[src/rtl/memory_access_stage.sv]
// EX/MEM register, data-memory req/ack access with timeout fault, branch resolve and registered MEM/WB bundle.
// Optional build macro MEM_ALIGN_CHECK_EN faults misaligned memory ops without issuing a request.
module memory_access_stage #(
   parameter int DATA_W  = 32,
   parameter int TIMEOUT = 15
) (
   input  logic              clk,
   input  logic              rst_n,

   input  logic              ex_valid,
   output logic              ex_ready,
   input  logic              mem_read,
   input  logic              mem_write,
   input  logic              branch,
   input  logic              reg_write,
   input  logic              mem_to_reg,
   input  logic [DATA_W-1:0] alu_result,
   input  logic [DATA_W-1:0] write_data,
   input  logic [DATA_W-1:0] branch_target,
   input  logic [4:0]        write_register,
   input  logic              zero,

   output logic              dmem_req,
   output logic              dmem_we,
   output logic [DATA_W-1:0] dmem_addr,
   output logic [DATA_W-1:0] dmem_wdata,
   input  logic              dmem_ack,
   input  logic [DATA_W-1:0] dmem_rdata,

   output logic              pc_src,
   output logic [DATA_W-1:0] pc_branch,

   output logic              wb_valid,
   output logic              wb_reg_write,
   output logic              wb_mem_to_reg,
   output logic [DATA_W-1:0] wb_read_data,
   output logic [DATA_W-1:0] wb_alu_result,
   output logic [4:0]        wb_write_register,
   output logic              mem_fault
);

   typedef enum logic {
      IDLE   = 1'b0,
      ACCESS = 1'b1
   } state_t;

   localparam logic [7:0] TIMEOUT_LAST = 8'(TIMEOUT - 1);

   state_t            state_reg;
   logic [7:0]        count_reg;

   // EX/MEM register
   logic              exm_is_load_reg;
   logic              exm_reg_write_reg;
   logic              exm_mem_to_reg_reg;
   logic              exm_take_branch_reg;
   logic [DATA_W-1:0] exm_branch_target_reg;
   logic [DATA_W-1:0] exm_alu_result_reg;
   logic [4:0]        exm_write_register_reg;

   logic              dmem_req_reg;
   logic              dmem_we_reg;
   logic [DATA_W-1:0] dmem_addr_reg;
   logic [DATA_W-1:0] dmem_wdata_reg;

   logic              pc_src_reg;
   logic [DATA_W-1:0] pc_branch_reg;
   logic              wb_valid_reg;
   logic              wb_reg_write_reg;
   logic              wb_mem_to_reg_reg;
   logic [DATA_W-1:0] wb_read_data_reg;
   logic [DATA_W-1:0] wb_alu_result_reg;
   logic [4:0]        wb_write_register_reg;
   logic              mem_fault_reg;

   logic              accept;
   logic              mem_op;
   logic              misaligned;
   logic              ack_fire;
   logic              timeout_fire;
   logic              direct_retire;
   logic              retire;
   logic              fault;
   logic              ret_reg_write;
   logic              ret_mem_to_reg;
   logic              ret_take_branch;
   logic [DATA_W-1:0] ret_alu_result;
   logic [DATA_W-1:0] ret_branch_target;
   logic [DATA_W-1:0] ret_read_data;
   logic [4:0]        ret_write_register;

   assign ex_ready = (state_reg == IDLE) && rst_n;

   always_comb begin
      accept       = ex_valid && ex_ready;
      mem_op       = mem_read || mem_write;
`ifdef MEM_ALIGN_CHECK_EN
      misaligned   = (alu_result[1:0] != 2'b00);
`else
      misaligned   = 1'b0;
`endif
      ack_fire     = dmem_req_reg && dmem_ack;
      timeout_fire = dmem_req_reg && !dmem_ack && (count_reg == TIMEOUT_LAST);

      // Non-memory ops and rejected misaligned ops retire straight from the inputs.
      direct_retire = accept && (!mem_op || misaligned);
      retire        = direct_retire || ack_fire || timeout_fire;
      fault         = (accept && mem_op && misaligned) || timeout_fire;

      ret_reg_write      = exm_reg_write_reg;
      ret_mem_to_reg     = exm_mem_to_reg_reg;
      ret_take_branch    = exm_take_branch_reg;
      ret_alu_result     = exm_alu_result_reg;
      ret_branch_target  = exm_branch_target_reg;
      ret_write_register = exm_write_register_reg;
      ret_read_data      = '0;
      if (direct_retire) begin
         ret_reg_write      = reg_write;
         ret_mem_to_reg     = mem_to_reg;
         ret_take_branch    = branch && zero;
         ret_alu_result     = alu_result;
         ret_branch_target  = branch_target;
         ret_write_register = write_register;
      end else if (ack_fire && exm_is_load_reg) begin
         ret_read_data = dmem_rdata;
      end
   end

   always_ff @(posedge clk or negedge rst_n) begin
      if (!rst_n) begin
         state_reg              <= IDLE;
         count_reg              <= '0;
         exm_is_load_reg        <= 1'b0;
         exm_reg_write_reg      <= 1'b0;
         exm_mem_to_reg_reg     <= 1'b0;
         exm_take_branch_reg    <= 1'b0;
         exm_branch_target_reg  <= '0;
         exm_alu_result_reg     <= '0;
         exm_write_register_reg <= '0;
         dmem_req_reg           <= 1'b0;
         dmem_we_reg            <= 1'b0;
         dmem_addr_reg          <= '0;
         dmem_wdata_reg         <= '0;
         pc_src_reg             <= 1'b0;
         pc_branch_reg          <= '0;
         wb_valid_reg           <= 1'b0;
         wb_reg_write_reg       <= 1'b0;
         wb_mem_to_reg_reg      <= 1'b0;
         wb_read_data_reg       <= '0;
         wb_alu_result_reg      <= '0;
         wb_write_register_reg  <= '0;
         mem_fault_reg          <= 1'b0;
      end else begin
         // Writeback and branch outputs are single-cycle pulses; data fields read 0 between them.
         wb_valid_reg          <= retire;
         wb_reg_write_reg      <= retire && ret_reg_write && !fault;
         wb_mem_to_reg_reg     <= retire && ret_mem_to_reg;
         wb_read_data_reg      <= retire ? ret_read_data : '0;
         wb_alu_result_reg     <= retire ? ret_alu_result : '0;
         wb_write_register_reg <= retire ? ret_write_register : '0;
         pc_src_reg            <= retire && ret_take_branch;
         pc_branch_reg         <= (retire && ret_take_branch) ? ret_branch_target : '0;
         mem_fault_reg         <= fault;

         if (state_reg == IDLE) begin
            if (accept) begin
               exm_is_load_reg        <= mem_read;
               exm_reg_write_reg      <= reg_write;
               exm_mem_to_reg_reg     <= mem_to_reg;
               exm_take_branch_reg    <= branch && zero;
               exm_branch_target_reg  <= branch_target;
               exm_alu_result_reg     <= alu_result;
               exm_write_register_reg <= write_register;
               if (mem_op && !misaligned) begin
                  state_reg      <= ACCESS;
                  count_reg      <= '0;
                  dmem_req_reg   <= 1'b1;
                  dmem_we_reg    <= mem_write && !mem_read;
                  dmem_addr_reg  <= alu_result;
                  dmem_wdata_reg <= write_data;
               end
            end
         end else begin
            if (ack_fire || timeout_fire) begin
               state_reg      <= IDLE;
               count_reg      <= '0;
               dmem_req_reg   <= 1'b0;
               dmem_we_reg    <= 1'b0;
               dmem_addr_reg  <= '0;
               dmem_wdata_reg <= '0;
            end else begin
               count_reg <= count_reg + 8'd1;
            end
         end
      end
   end

   assign dmem_req          = dmem_req_reg;
   assign dmem_we           = dmem_we_reg;
   assign dmem_addr         = dmem_addr_reg;
   assign dmem_wdata        = dmem_wdata_reg;
   assign pc_src            = pc_src_reg;
   assign pc_branch         = pc_branch_reg;
   assign wb_valid          = wb_valid_reg;
   assign wb_reg_write      = wb_reg_write_reg;
   assign wb_mem_to_reg     = wb_mem_to_reg_reg;
   assign wb_read_data      = wb_read_data_reg;
   assign wb_alu_result     = wb_alu_result_reg;
   assign wb_write_register = wb_write_register_reg;
   assign mem_fault         = mem_fault_reg;

endmodule

[config.mk]
export PLATFORM = sky130hd
export DESIGN_NAME = memory_access_stage
export DESIGN_NICKNAME = d
export VERILOG_FILES = /design/src/rtl/memory_access_stage.sv
export SDC_FILE = /design/constraint.sdc
export NUM_CORES = 1
export LEC_CHECK = 0
export BUFFER_PORTS_ARGS = -buffer_cell sky130_fd_sc_hd__buf_2
export CAP_MARGIN = 25
export CORE_MARGIN = 4
export CORE_UTILIZATION = 25
export DETAILED_ROUTE_END_ITERATION = 8
export PLACE_DENSITY = 0.52
export SYNTH_ARGS = -nofsm -noshare
export SYNTH_HDL_FRONTEND = slang
export SYNTH_SLANG_ARGS = --single-unit
[constraint.sdc]
create_clock -name clk -period 5.42 [get_ports clk]
set_input_delay 0.813 -clock clk [delete_from_list [all_inputs] [get_ports clk]]
set_output_delay 0.813 -clock clk [all_outputs]
set_load 0.03 [all_outputs]
# --- Word-level counts from Yosys, hierarchy flattened ---
# Cells that the tools add are included.
totals:
  register_bits: 254
  input_bits: 143
  output_inout_bits: 173
  elab_cells: 86
classes:
  add_sub_neg: 1
  n_eq_ne: 2
  mux: 34
  bitwise: 1
  reduce_logical: 26
ops:
  columns: ["operator", "n"]
  rows:
  - ["$mux W32", 14]
  - ["$mux W8", 4]
  - ["$mux W1", 14]
  - ["$logic_and A1 B1 Y1", 13]
  - ["$mux W5", 2]
  - ["$add A8 B1 Y8 const B", 1]
  - ["$eq A8 B4 Y1 const B", 1]
  - ["$logic_not A1 Y1", 4]
  - ["$logic_or A1 B1 Y1", 4]
  - ["$reduce_and A2 Y1", 2]
  - ["$reduce_bool A2 Y1", 2]
  - ["$reduce_and A3 Y1", 1]
  - ["$ne A2 B1 Y1 const B", 1]
  - ["$not A1 Y1", 1]

# --- Logic depth before layout (Yosys ltp) ---
logic_depth:
  ltp_word: 8
  depth_mapped: 8
  depth_no_buf: 6

# --- Worst setup path before layout ---
# OpenSTA, ideal clock, no wires.
synth_path:
  kind: "input to register"
  startpoint: "input rst_n"
  endpoint: "register pc_branch_reg[10], in the netlist pc_branch[10]"
  setup_ns: 0.124
  arrival_time_ns: 2.347
  required_ns: 5.296
  slack_ns: 2.950
  path_stages: 5
  path_buffers: 1
  path_cell_list: "nor2b_1 -> nand3_1 -> a31oi_1 -> buf_2 -> a21oi_1"
synth_via:
  elab_chain_len: 7
  elab_cells_between_ends: 9
  classes_between: "mux: 3; reduce/logical: 6"
synth_rtl:
  columns: ["element", "line_no", "rtl"]
  rows:
  - ["start: declaration", "8", "input logic rst_n,"]
  - ["$logic_and A1 B1 Y1 *", "92", "assign ex_ready = (state_reg == IDLE) && rst_n;"]
  - ["$logic_and A1 B1 Y1 *", "95", "accept = ex_valid && ex_ready;"]
  - ["$logic_and A1 B1 Y1 *", "106", "direct_retire = accept && (!mem_op || misaligned);"]
  - ["$logic_or A1 B1 Y1 (2 in series)", "107", "retire = direct_retire || ack_fire || timeout_fire;"]
  - ["$logic_and A1 B1 Y1", "162", "pc_branch_reg <= (retire && ret_take_branch) ? ret_branch_target : '0;"]
  - ["$mux W32 *", "162", null]
  - ["end signal: assignment", "162", null]
  - ["end: declaration", "67", "logic [DATA_W-1:0] pc_branch_reg;"]
# Every way passes the cells marked *; elsewhere a longest branch is shown, timed or not.
# A chain may end at the register's enable or synchronous reset.

# --- Final worst setup path ---
layout_path:
  startpoint: "register state_reg"
  endpoint: "register dmem_wdata_reg[14], in the netlist dmem_wdata[14]"
layout_via:
  elab_chain_len: 5
  elab_cells_between_ends: 8
  classes_between: "eq/ne: 1; mux: 1; bitwise: 1; reduce/logical: 5"
layout_rtl:
  columns: ["element", "line_no", "rtl"]
  rows:
  - ["start: declaration", "49", "state_t state_reg;"]
  - ["start signal: assignment", "131", "state_reg <= IDLE;"]
  - ["start signal: assignment", "175", "state_reg <= ACCESS;"]
  - ["start signal: assignment", "185", "state_reg <= IDLE;"]
  - ["$not A1 Y1 (no line)", null, null]
  - ["$logic_and A1 B1 Y1", "92", null]
  - ["$logic_and A1 B1 Y1", "95", null]
  - ["$reduce_bool A2 Y1 (no line)", null, null]
  - ["$reduce_and A3 Y1 (no line)", null, null]
  - ["end signal: assignment", "180", "dmem_wdata_reg <= write_data;"]
  - ["end: declaration", "64", "logic [DATA_W-1:0] dmem_wdata_reg;"]
# Several ways; a longest one is shown, not always the timed one.

==> metrics <==
routability cong.=0.706; Synth Warn #=0; drt drc=0; Synth-to-Final Area Change=34.9%; maximum fanout along the worst path=45; fin. max-slew vios=0; Tot GR Track Use=12.3%; post-route clock period utilization=55.6%; final-report setup violation count=0; fmax=332 MHz; Synth Flop Type=dfrtp_1; Rel. slew slack=40.7%; Yosys top cell area share=68.4%; I/O pin total=316; H-tree levels=1; nets=1130; Worst-path clk slew=60 ps; drt wl/cell=17.2 µm; Vias/cell=4.43; clock share of power=30.1%; antenna violations before repair=2; cts hold-fix bufs=0; area of the multi-input gates=0.00278 mm²; sw power=0.00257 W; CP endpoint=dmem_wdata[14]; Switching Fraction=34.8%; Max-Cap Viols=0; xor/xnor cell area share of the yosys netlist=0.188%; post-CTS sizing=0; R2R setup slack=2410 ps; pwr dens=589 mW/mm²; Data arrival, critical path=3500 ps; compound-cell area share of the yosys netlist=13.1%; required time worst endpoint=5900 ps; Reg-to-Reg Start=state_reg; Worst IR Drop VDD=0.257 mV; routed wire length=25400 µm; Setup crit start=state_reg; layout cells sized above 1=45.6%; worst r2r dst=dmem_wdata[14]; Post-Syn Area=0.00930 mm²; antenna viol nets, final=0; n_diodes=0; unrepaired setup endpoints after global routing=false; vias in the first global route=6940; minimum clock period=3010 ps; R2R depth=5; Min-Delay Path Class=in -> async; synth top area cells=dfrtp_1 68%, a22o_1 9.5%, mux2_2 8.7%, nand2_1 3.2%, and2_1 2.5%; Post-Synth Adder-Cell Area=0.269%; Die W=201 µm; largest family of logic cells by synthesized area=compound AO/OA/AOI/OAI gates; Synth Instances=669; Worst Setup Slack, final=2410 ps; most frequent cell after synthesis=dfrtp_1; final hold viol count=0; worst-case clock skew=10.9 ps; post-synth cell types=42; Least-Margin Pin Slew=887 ps; grt ovf=0; Clock Latency Late Sink=550 ps; core area=0.0366 mm²; setup_tns=0 ps; largest net degree at the start of global routing=71; Iter 0 DRT Violations=283; top cell type by total area after synthesis=dfrtp_1; Sequential Area=0.00636 mm²; crit end category=flop; first-pass GRT wire length=40500 µm; post-synth net total=814; status=finished, final reports clean; buffers added on ports=315; EDFF count, synth=0; Commonest cells post-synth=254 x dfrtp_1, 101 x a22o_1, 79 x nand2_1, 72 x mux2_2, 37 x and2_1; Seq/Total Area, Yosys=68.4%; post-synthesis simple-gate area fraction=7.41%; first drt pass iteration count=4; Fillers=3673; leak pwr=6.50 nW; Comb power frac=31.0%; sequential power share=38.9%; Clock Sink Count=254; pre-CTS setup slack=1900 ps; Root Driver=clkbuf_16; mux share of post-synthesis cell area=8.72%; CTS tree=done; crit path launch type=flop; Initial Utilization=25.4%; Die Ht=201 µm; row count=70; async set-or-reset flop fraction in the synthesized netlist=100%; Longest Clk Path Bufs=3; Internal Pwr Total=0.00482 W; Syn Area/Cell=13.9 µm²; Die Area=0.0403 mm²; Post-CTS Setup Bufs=0; CTS Buf Count=29; DP Wirelength=17300 µm; register bit total from synthesis=254; Vias=6540; CP Class=reg -> reg
[area by class of cell]
cell class / count / area share [%]
Clock buffer: 39 / 6.80
Clock inverter: 15 / 2.13
Inverter: 2 / 0.0599
Multi-Input combinational cell: 371 / 22.2
Timing Repair Buffer: 327 / 13.5
Tap cell: 468 / 4.67
Sequential cell: 254 / 50.7
[cells by family (layout without fill, tap and decap cells)]
family	after synthesis	in the layout
AO/OA/AOI/OAI	154	154
flip-flops	254	254
AND/OR/NAND/NOR	141	141
multiplexers	72	72
XOR/XNOR	2	2
adder cells (fa/ha/maj)	2	2
buffers and inverters	44	383
[worst max-delay path: stages (launching register included)]
cell	delay, ps
dfrtp_1	630
nand3b_1	690
nor2_4	90
a21oi_4	700
buf_4	570
a22o_1	210
[worst min-delay path by stage]
stage | cells past startpoint | startpoint | to | slack (ps)
after floorplan | 2 | exm_take_branch_reg | exm_take_branch_reg | 450
after global placement | 1 | dmem_we | dmem_we | 460
after detailed placement | 1 | dmem_we | dmem_we | 460
after CTS | 1 | rst_n | exm_alu_result_reg[0] | 160
after global routing | 1 | rst_n | exm_alu_result_reg[5] | 180
final | 1 | rst_n | exm_alu_result_reg[5] | 170
[power by group through the flow]
| stage | Combinational, W | Sequential (W) | Clock, W |
|---|---|---|---|
| global placement | 0.00230 | 0.00290 | 0 |
| detailed placement | 0.00234 | 0.00290 | 0 |
| global route | 0.00247 | 0.00297 | 0.00239 |
| CTS | 0.00234 | 0.00288 | 0.00232 |
| floorplan | 0.000814 | 0.00363 | 0 |
| finish | 0.00229 | 0.00288 | 0.00222 |
[through the flow]
stage	power, W	cell area (µm²)	utilization, %	hold WS [ps]	instances
after CTS	0.00754	12500	34.3	162	1476
after global placement	0.00520	11400	31.1	459	1421
after floorplan	0.00445	9300	-	450	669
final	0.00739	12500	34.3	168	1476
after detailed placement	0.00523	11400	31.2	463	1422
after global routing	0.00782	12500	34.3	184	1476
[routing by layer]
metal / up-vias / wire, µm / track usage (%)
li1: 3020 / - / -
met1: 3254 / 11800 / 17.1
met2: 230 / 11000 / 18.3
met3: 34 / 2270 / 4.41
met4: 2 / 412 / 2.95
met5: - / 13 / 0
[placed cells by master (no fill, tap or decap), types with 2 or more instances in the layout]
master     netlist  routed
bufinv_16        0       7
o21ai_0          4       4
buf_2           13     314
a21oi_1         35      35
a22o_1         101     101
nor2_1           4       3
dfrtp_1        254     254
clkbuf_16        0      29
buf_4            1      11
nor2_4           1       2
inv_1            2       2
o2111ai_1        2       2
nand3_1          5       5
inv_6            0       3
nor3_1           2       2
nand2_1         79      79
and3_1           2       2
clkinv_2         0       3
mux2_2          72      72
ha_1             2       2
and2_1          37      37
o31ai_1          2       2
clkbuf_8         0       9
xnor2_1          2       2
No activity file was read; power rests on OpenSTA's default activity.
